--- config.mk ---
export PLATFORM = sky130hd
export DESIGN_NAME = generic_reader_writer_regfile
export DESIGN_NICKNAME = d
export VERILOG_FILES = /design/src/rtl/generic_reader_writer_regfile_pkg.sv /design/src/rtl/generic_reader_writer_regfile.sv
export SDC_FILE = /design/constraint.sdc
export NUM_CORES = 1
export LEC_CHECK = 0
export BUFFER_PORTS_ARGS = -buffer_cell sky130_fd_sc_hd__buf_2
export CAP_MARGIN = 25
export CELL_PAD_IN_SITES_DETAIL_PLACEMENT = 1
export CELL_PAD_IN_SITES_GLOBAL_PLACEMENT = 1
export CORE_ASPECT_RATIO = 0.6
export CORE_MARGIN = 4
export CORE_UTILIZATION = 40
export CTS_BUF_LIST = sky130_fd_sc_hd__clkbuf_8
export DETAILED_ROUTE_END_ITERATION = 10
export PLACE_DENSITY_LB_ADDON = 0.1
export SETUP_SLACK_MARGIN = 0.05
export SLEW_MARGIN = 0
export SYNTH_ARGS = -nofsm -noshare
export SYNTH_HDL_FRONTEND = slang
export SYNTH_SLANG_ARGS = --single-unit
--- constraint.sdc ---
create_clock -name clk_i -period 2.67 [get_ports clk_i]
set_clock_uncertainty 0.1 [all_clocks]
set_input_delay 0.267 -clock clk_i [delete_from_list [all_inputs] [get_ports clk_i]]
set_output_delay 0.267 -clock clk_i [all_outputs]
set_load 0.05 [all_outputs]
--- src/rtl/generic_reader_writer_regfile_pkg.sv ---
// rtl/generic_reader_writer_regfile_pkg.sv - register-bus request/response types for the reader/writer regfile
package generic_reader_writer_regfile_pkg;

    // Register-bus request: 6-bit byte address, 32-bit data, byte strobes.
    typedef struct packed {
        logic [5:0]  addr;
        logic        write;
        logic [31:0] wdata;
        logic [3:0]  wstrb;
        logic        valid;
    } reg_req_t;

    // Register-bus response: ready pulses for one cycle per accepted access.
    typedef struct packed {
        logic [31:0] rdata;
        logic        error;
        logic        ready;
    } reg_rsp_t;

endpackage

--- src/rtl/generic_reader_writer_regfile.sv ---
// rtl/generic_reader_writer_regfile.sv - job descriptor registers and start/done handshake for the generic reader/writer
//
// Ports:
//   clk_i, rst_ni         clock, asynchronous active-low reset
//   cfg_req_i, cfg_rsp_o  register bus (request seen in N, response with ready in N+1)
//   start_o               one-cycle job start pulse
//   mode_o, addr_o,
//   len_o, wdata_o        job descriptor, held stable while the job is running
//   done_i, err_i,
//   rdata_i               engine completion, error and read data (sampled with done_i)
//   irq_o                 level interrupt: IRQ_EN & DONE, registered
//
// Build option: GENERIC_READER_WRITER_IRQ_EN enables the IRQ_EN bit and irq_o;
// without it IRQ_EN reads 0, writes to it are dropped and irq_o is tied 0.
module generic_reader_writer_regfile
    import generic_reader_writer_regfile_pkg::*;
#(
    parameter int unsigned ADDR_WIDTH = 64,
    parameter int unsigned DATA_WIDTH = 64,
    parameter int unsigned LEN_WIDTH  = 16,
    parameter logic [31:0] ID_VALUE   = 32'h4752_5701
) (
    input  logic                  clk_i,
    input  logic                  rst_ni,
    input  reg_req_t              cfg_req_i,
    output reg_rsp_t              cfg_rsp_o,
    output logic                  start_o,
    output logic                  mode_o,
    output logic [ADDR_WIDTH-1:0] addr_o,
    output logic [LEN_WIDTH-1:0]  len_o,
    output logic [DATA_WIDTH-1:0] wdata_o,
    input  logic                  done_i,
    input  logic                  err_i,
    input  logic [DATA_WIDTH-1:0] rdata_i,
    output logic                  irq_o
);

    typedef enum logic {
        S_IDLE,
        S_BUSY
    } state_t;

    // Word index = byte offset / 4.
    localparam logic [3:0] IDX_CTRL     = 4'd0;
    localparam logic [3:0] IDX_STATUS   = 4'd1;
    localparam logic [3:0] IDX_ADDR_LO  = 4'd2;
    localparam logic [3:0] IDX_ADDR_HI  = 4'd3;
    localparam logic [3:0] IDX_LEN      = 4'd4;
    localparam logic [3:0] IDX_WDATA_LO = 4'd5;
    localparam logic [3:0] IDX_WDATA_HI = 4'd6;
    localparam logic [3:0] IDX_RDATA_LO = 4'd7;
    localparam logic [3:0] IDX_RDATA_HI = 4'd8;
    localparam logic [3:0] IDX_ID       = 4'd9;

    state_t                state_q, state_d;
    logic                  irq_en_q, irq_en_d;
    logic                  mode_q, mode_d;
    logic [ADDR_WIDTH-1:0] addr_q, addr_d;
    logic [LEN_WIDTH-1:0]  len_q, len_d;
    logic [DATA_WIDTH-1:0] wdata_q, wdata_d;
    logic [DATA_WIDTH-1:0] rdata_q, rdata_d;
    logic                  done_q, done_d;
    logic                  err_q, err_d;
    logic                  start_q, start_d;
    reg_rsp_t              rsp_q, rsp_d;

    // A write is validated in the request cycle and committed one cycle later
    // from this captured copy.
    logic                  wr_q, wr_d;
    logic [3:0]            wr_idx_q, wr_idx_d;
    logic [3:0]            wr_strb_q, wr_strb_d;
    logic [31:0]           wr_data_q, wr_data_d;

    logic [63:0]           addr_ext;
    logic [31:0]           len_ext;
    logic                  busy;
    logic                  accept;
    logic                  aligned;
    logic                  mapped;
    logic                  ro_reg;
    logic                  locked_reg;
    logic                  mode_clash;
    logic                  req_err;
    logic [3:0]            idx;
    logic [31:0]           rd_val;

    function automatic logic [31:0] merge32(input logic [31:0] old_val,
                                            input logic [31:0] new_val,
                                            input logic [3:0]  strb);
        logic [31:0] res;
        res = old_val;
        for (int b = 0; b < 4; b++) begin
            if (strb[b]) begin
                res[8*b +: 8] = new_val[8*b +: 8];
            end
        end
        return res;
    endfunction

    // Zero-extended views so bits above the configured widths read as 0.
    assign addr_ext = 64'(addr_q);
    assign len_ext  = 32'(len_q);

    assign busy    = (state_q == S_BUSY);
    assign idx     = cfg_req_i.addr[5:2];
    assign aligned = (cfg_req_i.addr[1:0] == 2'b00);
    // The ready cycle itself never accepts, giving at most one access per 2 cycles.
    assign accept  = cfg_req_i.valid & ~rsp_q.ready;

    always_comb begin
        rd_val = '0;
        mapped = 1'b1;
        case (idx)
            IDX_CTRL:     rd_val = {29'd0, mode_q, irq_en_q, 1'b0};
            IDX_STATUS:   rd_val = {29'd0, err_q, done_q, busy};
            IDX_ADDR_LO:  rd_val = addr_ext[31:0];
            IDX_ADDR_HI:  rd_val = addr_ext[63:32];
            IDX_LEN:      rd_val = len_ext;
            IDX_WDATA_LO: rd_val = wdata_q[31:0];
            IDX_WDATA_HI: rd_val = wdata_q[63:32];
            IDX_RDATA_LO: rd_val = rdata_q[31:0];
            IDX_RDATA_HI: rd_val = rdata_q[63:32];
            IDX_ID:       rd_val = ID_VALUE;
            default:      mapped = 1'b0;
        endcase
    end

    assign ro_reg     = idx inside {IDX_RDATA_LO, IDX_RDATA_HI, IDX_ID};
    assign locked_reg = busy & (idx inside {IDX_ADDR_LO, IDX_ADDR_HI, IDX_LEN,
                                            IDX_WDATA_LO, IDX_WDATA_HI});
    // A CTRL write during a job is fine unless it tries to flip MODE.
    assign mode_clash = busy & (idx == IDX_CTRL) & cfg_req_i.wstrb[0]
                      & (cfg_req_i.wdata[2] != mode_q);
    assign req_err    = ~aligned | ~mapped
                      | (cfg_req_i.write & (ro_reg | locked_reg | mode_clash));

    always_comb begin
        state_d   = state_q;
        irq_en_d  = irq_en_q;
        mode_d    = mode_q;
        addr_d    = addr_q;
        len_d     = len_q;
        wdata_d   = wdata_q;
        rdata_d   = rdata_q;
        done_d    = done_q;
        err_d     = err_q;
        start_d   = 1'b0;

        rsp_d       = '0;
        rsp_d.ready = accept;
        rsp_d.error = accept & req_err;
        rsp_d.rdata = (accept & ~cfg_req_i.write & ~req_err) ? rd_val : 32'd0;

        wr_d      = accept & cfg_req_i.write & ~req_err;
        wr_idx_d  = idx;
        wr_strb_d = cfg_req_i.wstrb;
        wr_data_d = cfg_req_i.wdata;

        if (wr_q) begin
            case (wr_idx_q)
                IDX_CTRL: begin
                    if (wr_strb_q[0]) begin
`ifdef GENERIC_READER_WRITER_IRQ_EN
                        irq_en_d = wr_data_q[1];
`endif
                        // While busy, START is ignored and MODE is known unchanged.
                        if (state_q == S_IDLE) begin
                            mode_d = wr_data_q[2];
                            if (wr_data_q[0]) begin
                                if (len_q != '0) begin
                                    state_d = S_BUSY;
                                    start_d = 1'b1;
                                end else begin
                                    err_d = 1'b1;
                                end
                            end
                        end
                    end
                end
                IDX_STATUS: begin
                    if (wr_strb_q[0]) begin
                        if (wr_data_q[1]) done_d = 1'b0;
                        if (wr_data_q[2]) err_d  = 1'b0;
                    end
                end
                IDX_ADDR_LO:  addr_d  = ADDR_WIDTH'({addr_ext[63:32],
                                                     merge32(addr_ext[31:0], wr_data_q, wr_strb_q)});
                IDX_ADDR_HI:  addr_d  = ADDR_WIDTH'({merge32(addr_ext[63:32], wr_data_q, wr_strb_q),
                                                     addr_ext[31:0]});
                IDX_LEN:      len_d   = LEN_WIDTH'(merge32(len_ext, wr_data_q, wr_strb_q));
                IDX_WDATA_LO: wdata_d = {wdata_q[63:32], merge32(wdata_q[31:0], wr_data_q, wr_strb_q)};
                IDX_WDATA_HI: wdata_d = {merge32(wdata_q[63:32], wr_data_q, wr_strb_q), wdata_q[31:0]};
                default: ;
            endcase
        end

        // Completion is applied after the W1C so a coincident set wins.
        if (busy & done_i) begin
            state_d = S_IDLE;
            done_d  = 1'b1;
            if (err_i) err_d = 1'b1;
            if (!mode_q) rdata_d = rdata_i;
        end
    end

    always_ff @(posedge clk_i or negedge rst_ni) begin
        if (!rst_ni) begin
            state_q   <= S_IDLE;
            irq_en_q  <= 1'b0;
            mode_q    <= 1'b0;
            addr_q    <= '0;
            len_q     <= '0;
            wdata_q   <= '0;
            rdata_q   <= '0;
            done_q    <= 1'b0;
            err_q     <= 1'b0;
            start_q   <= 1'b0;
            rsp_q     <= '0;
            wr_q      <= 1'b0;
            wr_idx_q  <= '0;
            wr_strb_q <= '0;
            wr_data_q <= '0;
        end else begin
            state_q   <= state_d;
            irq_en_q  <= irq_en_d;
            mode_q    <= mode_d;
            addr_q    <= addr_d;
            len_q     <= len_d;
            wdata_q   <= wdata_d;
            rdata_q   <= rdata_d;
            done_q    <= done_d;
            err_q     <= err_d;
            start_q   <= start_d;
            rsp_q     <= rsp_d;
            wr_q      <= wr_d;
            wr_idx_q  <= wr_idx_d;
            wr_strb_q <= wr_strb_d;
            wr_data_q <= wr_data_d;
        end
    end

`ifdef GENERIC_READER_WRITER_IRQ_EN
    logic irq_q;

    always_ff @(posedge clk_i or negedge rst_ni) begin
        if (!rst_ni) begin
            irq_q <= 1'b0;
        end else begin
            irq_q <= irq_en_q & done_q;
        end
    end

    assign irq_o = irq_q;
`else
    assign irq_o = 1'b0;
`endif

    assign cfg_rsp_o = rsp_q;
    assign start_o   = start_q;
    assign mode_o    = mode_q;
    assign addr_o    = addr_q;
    assign len_o     = len_q;
    assign wdata_o   = wdata_q;

endmodule

==> results of run 1 <==
metal layers:
layer,part of all wire,GRT usage,wire length (µm)
met1,0.46,0.378,19400
met2,0.44,0.394,18500
met3,0.076,0.0699,3170
met4,0.015,0.0512,607
met5,0.00050,0,21
cell type report:
cell class / instances / share of cell area
flip-flops and latches: 288 / 0.460
multi-input cells: 508 / 0.262
repair buffers: 437 / 0.185
clock buffers: 59 / 0.0519
well taps: 367 / 0.0293
clock inverters: 21 / 0.00711
inverters: 19 / 0.00456
synth_stat cells (all sizes together) (8+ instances only):
cell type,instances
a21o,10
a221oi,10
a222oi,33
a31oi,28
buf,17
clkbuf,33
dfrtp,288
inv,19
mux2,179
nand2,69
nand3,30
nor2,18
o21ai,43
or2,8
cell families (layout without fill, tap and decap cells):
logic type      Yosys count  count (layout)
compound gates          155             155
xor+xnor                  1               1
buf+inv                  69             536
flops                   288             288
mux                     185             185
other cells               1               1
simple gates            166             166
how the worst max path moves through the flow:
stage	from	endpoint	slack, ns
2_1_floorplan	mode_o	rdata_q[10]	0.61
3_3_place_gp	wr_idx_q[3]	wdata_o[51]	0.38
3_5_place_dp	wr_idx_q[3]	wdata_o[55]	0.35
4_1_cts	cfg_req_i[43]	cfg_rsp_o[1]	0.27
5_1_grt	cfg_req_i[43]	cfg_rsp_o[1]	0.10
6_report	cfg_req_i[43]	cfg_rsp_o[1]	0.19
stage by stage:
stage	power [µW]	cell area, µm²	worst slack (ns)
2_1_floorplan	4900	11600	0.610
3_3_place_gp	5270	13600	0.381
3_5_place_dp	5280	13600	0.346
4_1_cts	9280	15700	0.268
5_1_grt	9580	15700	0.103
6_report	9180	15700	0.190
what timing repair did:
action | 4_1_cts | 5_1_grt
hold buffers | 108 | 0
setup buffers | 0 | 0
hold endpoints to repair | 171 | 0
where the power goes:
group,switching [µW],internal [µW]
Combinational,497,294
Clock,1780,2070
Sequential,92.2,4450
layout by cell type, fill, tap and decap left out, types with 3 or more instances in the layout:
master and instances:
nand2_1 69, a222oi_1 33, nand3_1 30, a32o_1 4
mux2_2 174, dlygate4sd3_1 108, mux2_1 5, a31oi_1 28
a21oi_1 6, buf_12 5, mux2i_1 6, clkbuf_8 59
nand2b_1 4, a221oi_1 10, nor4_1 5, a22oi_1 6
nor3_2 3, clkinv_2 5, buf_4 33, nand4_1 3
nor2_4 4, o21ai_0 42, or2_2 6, a32oi_1 6
o21a_1 4, nand3b_1 5, a21o_1 10, nor2_1 11
nor2_2 3, dfrtp_1 288, buf_2 290, inv_1 34
critical path: cells and delay by family:
family                 cells  cell delay [ns]
buffers and inverters      3             1.53
AOI/OAI and AO/OA          2             0.68
and+or+nand+nor            2             0.35
registers in the layout (all words and copies together), names as in the netlist:
register   flops
cfg_rsp_o     34
busy           1
mode_o         1
done_q         1
start_o        1
addr_o        64
wr_q           1
wr_strb_q      4
rdata_q       64
err_q          1
wr_data_q     32
wdata_o       64
wr_idx_q       4
len_o         16
==> results_dict.tcl, run 1 <==
set metrics [dict create \
    grt.overflow.total 0 \
    slowest_stage "dlygate4sd3_1" \
    synthToLayoutAreaGrowth_pct 35.1 \
    worst-r2r-setup-slack_ns 0.33 \
    hp-class "primary input to register" \
    die_h_um 140 \
    worst_ep_arrival_time_ns 2.83 \
    drtPass1Iterations 6 \
    fin_setup_tns_ns 0 \
    post_cts_resize_count 0 \
    rr_endpoint "wdata_o[54]" \
    synth_area_um2 11600 \
    cts_buffers 45 \
    synth_top_family_by_area "multiplexers" \
    hpwl_um 27800 \
    synthAdderAreaFrac 0 \
    grt_max_degree 71 \
    netlist.area_leader.share 0.622 \
    portBuffers 291 \
    worstPathMaxFanout 19 \
    min_from "cfg_req_i[39]" \
    synth.area.top_cells "dfrtp_1, mux2_2, a222oi_1" \
    path_cells "dlygate4sd3_1 -> buf_2 -> nor2_1 -> and4_1 -> a211oi_1 -> o21ai_0 -> dlygate4sd3_1" \
    crit_path_end_kind "register" \
    syn_nets 977 \
    synth_edf_count 0 \
    status "finished clean" \
    p_leak_uw 0.00802 \
    antenna_found_initial 2 \
    core_um2 28100 \
    gp_congestion 0.789 \
    worst_path_most_repeated_cell "dlygate4sd3_1" \
    drc 0 \
    reg2reg_from "wr_idx_q[3]" \
    crit_type "primary input to register" \
    holdPathEnd "wr_q" \
    rsz0062_at_grt "false" \
    hold_ws_ns 0.0652 \
    dpl.cell_count 1511 \
    clk_path_buf_depth 3 \
    cp.required_ns 3.02 \
    worst-r2r-cell-count 4 \
    synth_top_area_cell "dfrtp_1" \
    die-area_um2 31800 \
    yosysWarnings 0 \
    start_util 0.413 \
    clock_sinks 288 \
    ctsRootBufferMaster "clkbuf_8" \
    ant_nets 0 \
    multi_input_area_um2 4100 \
    drive_gt1_frac 0.445 \
    finalCritPeriodShare 0.929 \
    drv_cap 0 \
    die_x_um 228 \
    worstSkewPairLatency_ns 0.58 \
    cts_tree "done" \
    wl_per_cell_um 24.6 \
    grt_pass1_vias 9978 \
    nNetsFinal 1411 \
    via_per_inst 5.50 \
    worstMarginPinSlew_ns 0.899 \
    synthArstFlopShare 1.00 \
    num_vias 9350 \
    htreeDepth 2 \
    synthMuxAreaShare 0.179 \
    hold_depth 4 \
    p_per_area_nw_per_um2 586 \
    synth_compound_gate_area_share 0.0968 \
    synthCells 865 \
    fin_cells 1699 \
    ys_ff_latch 288 \
    finalHoldViolations 0 \
    num-fill-cells 2903 \
    final-max-slew-violation-count 0 \
    register_area_um2 7210 \
    diodes 0 \
    first_iter_violations 733 \
    std_cell_rows 47 \
    synth_simple_gate_area_share 0.0752 \
    max_freq_mhz 403 \
    ys_seq_area_frac 0.622 \
    slew-limit-headroom 0.400 \
    cp-start-kind "primary input" \
    synth_ff_type "dfrtp_1" \
    synth.avg_cell_area_um2 13.4 \
    cpPeakStageDelay_ns 0.59 \
    irDropWorstVdd_mv 0.390 \
    wl_um 41700 \
    io_pins 293 \
    fin_crit_ns 2.48 \
    synthXorXnorAreaFrac 0.000756 \
    yosysUniqueCellTypes 52 \
    setup_violations 0 \
    grt_pass1_wl_um 63800 \
    fin_util 0.558 \
    clk_pin_slew_ns 0.07 \
    grtUsageTotal 0.259 \
]
No activity file was read; power rests on OpenSTA's default activity.
==> run 2: changes to the inputs <==
--- a/config.mk
+++ b/config.mk
@@ -9,7 +9,7 @@
 export CAP_MARGIN = 25
 export CELL_PAD_IN_SITES_DETAIL_PLACEMENT = 1
 export CELL_PAD_IN_SITES_GLOBAL_PLACEMENT = 1
-export CORE_ASPECT_RATIO = 0.6
+export CORE_ASPECT_RATIO = 0.7
 export CORE_MARGIN = 4
 export CORE_UTILIZATION = 40
 export CTS_BUF_LIST = sky130_fd_sc_hd__clkbuf_8
==> run 2 against run 1 <==
Sequential share of layout area up 0.20 points. Critical endpoint is now addr_o[19]. Largest cell class unchanged. Highest routed layer unchanged. Routed wire length is 2.4% lower. Global-route usage is 0.32 points lower.
==> results_dict.tcl, run 2 (synthesis gave the netlist of run 1 again) <==
set metrics [dict create \
    drtPass1Iterations 6 \
    grt_max_degree 71 \
    num_vias 9316 \
    cp.required_ns 3.02 \
    p_per_area_nw_per_um2 569 \
    hold_depth 4 \
    slowest_stage "nor2_2" \
    std_cell_rows 51 \
    clk_pin_slew_ns 0.07 \
    ant_nets 0 \
    die_h_um 150 \
    synthToLayoutAreaGrowth_pct 34.5 \
    worst-r2r-setup-slack_ns 0.38 \
    worstSkewPairLatency_ns 0.57 \
    reg2reg_from "wr_idx_q[3]" \
    clk_path_buf_depth 3 \
    cp-start-kind "register" \
    max_freq_mhz 437 \
    fin_util 0.554 \
    rsz0062_at_grt "false" \
    die-area_um2 31800 \
    start_util 0.412 \
    status "finished clean" \
    wl_um 40700 \
    wl_per_cell_um 23.9 \
    core_um2 28100 \
    drc 0 \
    grt_pass1_wl_um 61900 \
    final_common_cell "buf_2" \
    worst-r2r-cell-count 4 \
    grt_pass1_vias 9789 \
    hold_ws_ns 0.0597 \
    grt.overflow.total 0 \
    setup_violations 0 \
    diodes 0 \
    first_iter_violations 698 \
    worstMarginPinSlew_ns 0.917 \
    fin_crit_ns 2.29 \
    finalHoldViolations 0 \
    slew-limit-headroom 0.389 \
    drive_gt1_frac 0.443 \
    crit_type "register to register" \
    crit_path_end_kind "register" \
    p_leak_uw 0.00799 \
    portBuffers 291 \
    crit_buf_inv 0 \
    min_from "cfg_req_i[39]" \
    multi_input_area_um2 4100 \
    antenna_found_initial 2 \
    cpPeakStageDelay_ns 0.64 \
    cts_setup_buffers 0 \
    register_area_um2 7210 \
    mostFrequentLayoutCells "buf_2, dfrtp_1, mux2_2" \
    die_x_um 211 \
    clock_sinks 288 \
    io_pins 293 \
    final-max-slew-violation-count 0 \
    hp-class "primary input to register" \
    ctsRootBufferMaster "clkbuf_8" \
    cts_tree "done" \
    power_uw 8860 \
    cts_buffers 46 \
    worst_ep_arrival_time_ns 2.64 \
    holdPathEnd "wr_q" \
    path_cells "nor2_1 -> nand3b_1 -> nor2_2 -> mux2_2" \
    htreeDepth 2 \
    via_per_inst 5.47 \
    num-fill-cells 2951 \
    nNetsFinal 1416 \
    gp_congestion 0.795 \
    hpwl_um 27500 \
    rr_endpoint "addr_o[19]" \
    worstPathMaxFanout 8 \
    cp_top_family "simple AND/OR/NAND/NOR gates" \
    drv_cap 0 \
    finalCritPeriodShare 0.857 \
    post_cts_resize_count 0 \
    grtUsageTotal 0.256 \
    irDropWorstVdd_mv 0.355 \
    fin_setup_tns_ns 0 \
]
## run 2: repair_timing
action	CTS	global route
hold endpoints to repair	172	0
hold buffers	109	0
endpoints found under the setup margin	0	0
## run 2: worst max path at each step
stage	startpoint	end	slack (ns)	depth (start not counted)
3_5_place_dp	wr_idx_q[3]	wdata_o[51]	0.42	5
2_1_floorplan	mode_o	rdata_q[10]	0.61	4
5_1_grt	wr_idx_q[3]	addr_o[21]	0.30	4
6_report	wr_idx_q[3]	addr_o[19]	0.38	4
4_1_cts	wr_idx_q[3]	wdata_o[39]	0.41	5
3_3_place_gp	wr_idx_q[3]	addr_o[22]	0.47	4
## run 2: final cells by class
| cell class | count | share of cell area |
|---|---|---|
| multi-input combinational | 508 | 0.263 |
| timing repair buffer | 441 | 0.187 |
| clock buffer | 54 | 0.0477 |
| clock inverter | 21 | 0.00554 |
| sequential | 288 | 0.462 |
| tap | 371 | 0.0298 |
| inverter | 19 | 0.00458 |
## run 2: stage by stage
step / setup slack [ns] / std cells / instance area [µm²]
5_1_grt: 0.296 / 1702 / 15600
6_report: 0.381 / 1702 / 15600
3_3_place_gp: 0.468 / 1518 / 13700
4_1_cts: 0.408 / 1702 / 15600
3_5_place_dp: 0.423 / 1518 / 13700
2_1_floorplan: 0.610 / 865 / 11600
## run 2: report_power, final
part / switching [µW] / total, µW / internal (µW) / leakage (µW)
clock: 1730 / 3540 / 1820 / 0.000491
combinational: 487 / 777 / 290 / 0.00359
sequential: 92.8 / 4540 / 4450 / 0.00391
total: 2310 / 8860 / 6550 / 0.00799
## run 2: tightest hold or removal path: cells and delay by family
kind	cells	cell delay, ns
AND/OR/NAND/NOR	2	0.21
AO/OA/AOI/OAI	1	0.11
buffers and inverters	1	0.09
## run 2: layer usage
metal	part of all wire	up-vias	GRT usage	wire, µm
li1	-	4062	-	-
met1	0.48	4867	0.391	19400
met2	0.44	315	0.376	17900
met3	0.070	68	0.0552	2840
met4	0.015	4	0.0586	630
met5	0.00066	-	0	27
==> run 3: changes to the inputs <==
--- a/config.mk
+++ b/config.mk
@@ -5,7 +5,7 @@
 export SDC_FILE = /design/constraint.sdc
 export NUM_CORES = 1
 export LEC_CHECK = 0
-export BUFFER_PORTS_ARGS = -buffer_cell sky130_fd_sc_hd__buf_2
+export BUFFER_PORTS_ARGS = -buffer_cell sky130_fd_sc_hd__buf_4
 export CAP_MARGIN = 25
 export CELL_PAD_IN_SITES_DETAIL_PLACEMENT = 1
 export CELL_PAD_IN_SITES_GLOBAL_PLACEMENT = 1
==> run 3 against run 2 <==
Fmax shrank 0.26%. Combinational power grew 11%. Routed wire length grew 2.9%. Sequential power is essentially flat. Clock-buffer cell count grew 4. Global-route usage grew 0.64 points. Register-to-register slack gained 0.05 ns. Critical endpoint is now cfg_rsp_o[1]. Largest cell class unchanged.
==> results_dict.tcl, run 3 (synthesis gave the netlist of run 1 again) <==
set metrics [dict create \
    status "finished clean" \
    rsz0062_at_grt "false" \
    die_x_um 211 \
    wl_per_cell_um 24.6 \
    cts_buffers 46 \
    grtUsageTotal 0.262 \
    slowest_stage "dlygate4sd3_1" \
    fin_crit_ns 2.30 \
    final-max-slew-violation-count 0 \
    fin_util 0.582 \
    worst_path_most_repeated_cell "dlygate4sd3_1" \
    hpwl_um 28100 \
    die_h_um 150 \
    drtPass1Iterations 6 \
    reg2reg_from "wr_idx_q[3]" \
    hp-class "primary input to register" \
    io_pins 293 \
    crit_end "cfg_rsp_o[1]" \
    drive_gt1_frac 0.443 \
    slew-limit-headroom 0.476 \
    rr_endpoint "addr_o[8]" \
    clock_sinks 288 \
    portBuffers 291 \
    p_per_area_nw_per_um2 561 \
    core_um2 28100 \
    p_leak_uw 0.00811 \
    final_common_cell "buf_4" \
    clk_pin_slew_ns 0.06 \
    cp.required_ns 3.01 \
    first_iter_violations 651 \
    drc 0 \
    grt_pass1_wl_um 63500 \
    crit_start "cfg_req_i[43]" \
    post-place-ws_ns 0.387 \
    worstSkewPairLatency_ns 0.57 \
    clk_path_buf_depth 3 \
    grt_max_degree 76 \
    cpPeakStageDelay_ns 0.57 \
    wl_um 41900 \
    diodes 0 \
    finalWorstSetupSlack_ns 0.375 \
    setup_violations 0 \
    worst_ep_arrival_time_ns 2.63 \
    via_per_inst 5.45 \
    worstPathMaxFanout 19 \
    cts_setup_buffers 0 \
    synthToLayoutAreaGrowth_pct 41.4 \
    num_vias 9298 \
    finalCritPeriodShare 0.860 \
    cp-start-kind "primary input" \
    die-area_um2 31800 \
    crit_path_end_kind "register" \
    grt.overflow.total 0 \
    ctsRootBufferMaster "clkbuf_8" \
    drv_cap 0 \
    finalHoldViolations 0 \
    gp_congestion 0.793 \
    mostFrequentLayoutCells "buf_4, dfrtp_1, mux2_2" \
    worst-r2r-setup-slack_ns 0.43 \
    path_cells "dlygate4sd3_1 -> buf_4 -> nor2_1 -> and4_1 -> a211oi_1 -> o21ai_0 -> dlygate4sd3_1" \
    grt_pass1_vias 10182 \
    max_freq_mhz 436 \
    power_uw 9190 \
    start_util 0.412 \
    nNetsFinal 1414 \
    cts_tree "done" \
    antenna_found_initial 0 \
    std_cell_rows 51 \
    crit_type "primary input to register" \
    worst-r2r-cell-count 5 \
    fin_area_um2 16400 \
    htreeDepth 2 \
    worstMarginPinSlew_ns 0.779 \
    fin_setup_tns_ns 0 \
    ant_nets 0 \
    dpl_cell_area_um2 14400 \
    irDropWorstVdd_mv 0.365 \
    post_cts_resize_count 0 \
]
-- run 3: final cells by class --
class / instances / area [µm²]
fill: 2881 / 11800
sequential: 288 / 7210
multi-input combinational: 508 / 4100
timing repair buffer: 439 / 3630
clock buffer: 58 / 798
tap: 371 / 464
clock inverter: 22 / 114
inverter: 19 / 71.3
-- run 3: power by group --
| group | internal (µW) | total [µW] | switching, µW |
|---|---|---|---|
| combinational | 362 | 859 | 497 |
| sequential | 4450 | 4550 | 99.8 |
| clock | 2040 | 3790 | 1750 |
-- run 3: how the worst min path moves through the flow --
stage / to / depth (start not counted) / startpoint
after floorplan: addr_o[0] / 0 / rst_ni
after global placement: rdata_q[38] / 1 / rst_ni
after detailed placement: rdata_q[6] / 1 / rst_ni
after CTS: wr_q / 4 / cfg_req_i[38]
after global routing: wr_q / 4 / cfg_req_i[38]
final: wr_q / 4 / cfg_req_i[38]
-- run 3: what timing repair did --
item                       4_1_cts  5_1_grt
setup endpoints to repair        0        0
hold endpoints to repair       219        0
hold buffers                   110        0
-- run 3: routing by layer --
metal  up-vias  GRT usage  share of wire
met5         -          0              0
met4         0     0.0573          0.015
met3        54     0.0542          0.062
met2       305      0.405           0.46
met1      4869      0.387           0.47
li1       4070          -              -
-- run 3: worst max-delay path: cells and delay by family --
kind	cells	cell delay, ns
and+or+nand+nor	2	0.33
AOI/OAI and AO/OA	2	0.60
buffers and inverters	3	1.43
-- run 3: per-stage QoR --
stage / instances / hold slack, ns
6_report: 1705 / 0.0991
5_1_grt: 1705 / 0.0868
4_1_cts: 1705 / 0.0515
3_5_place_dp: 1515 / 0.173
3_3_place_gp: 1515 / 0.169
2_1_floorplan: 865 / -0.129
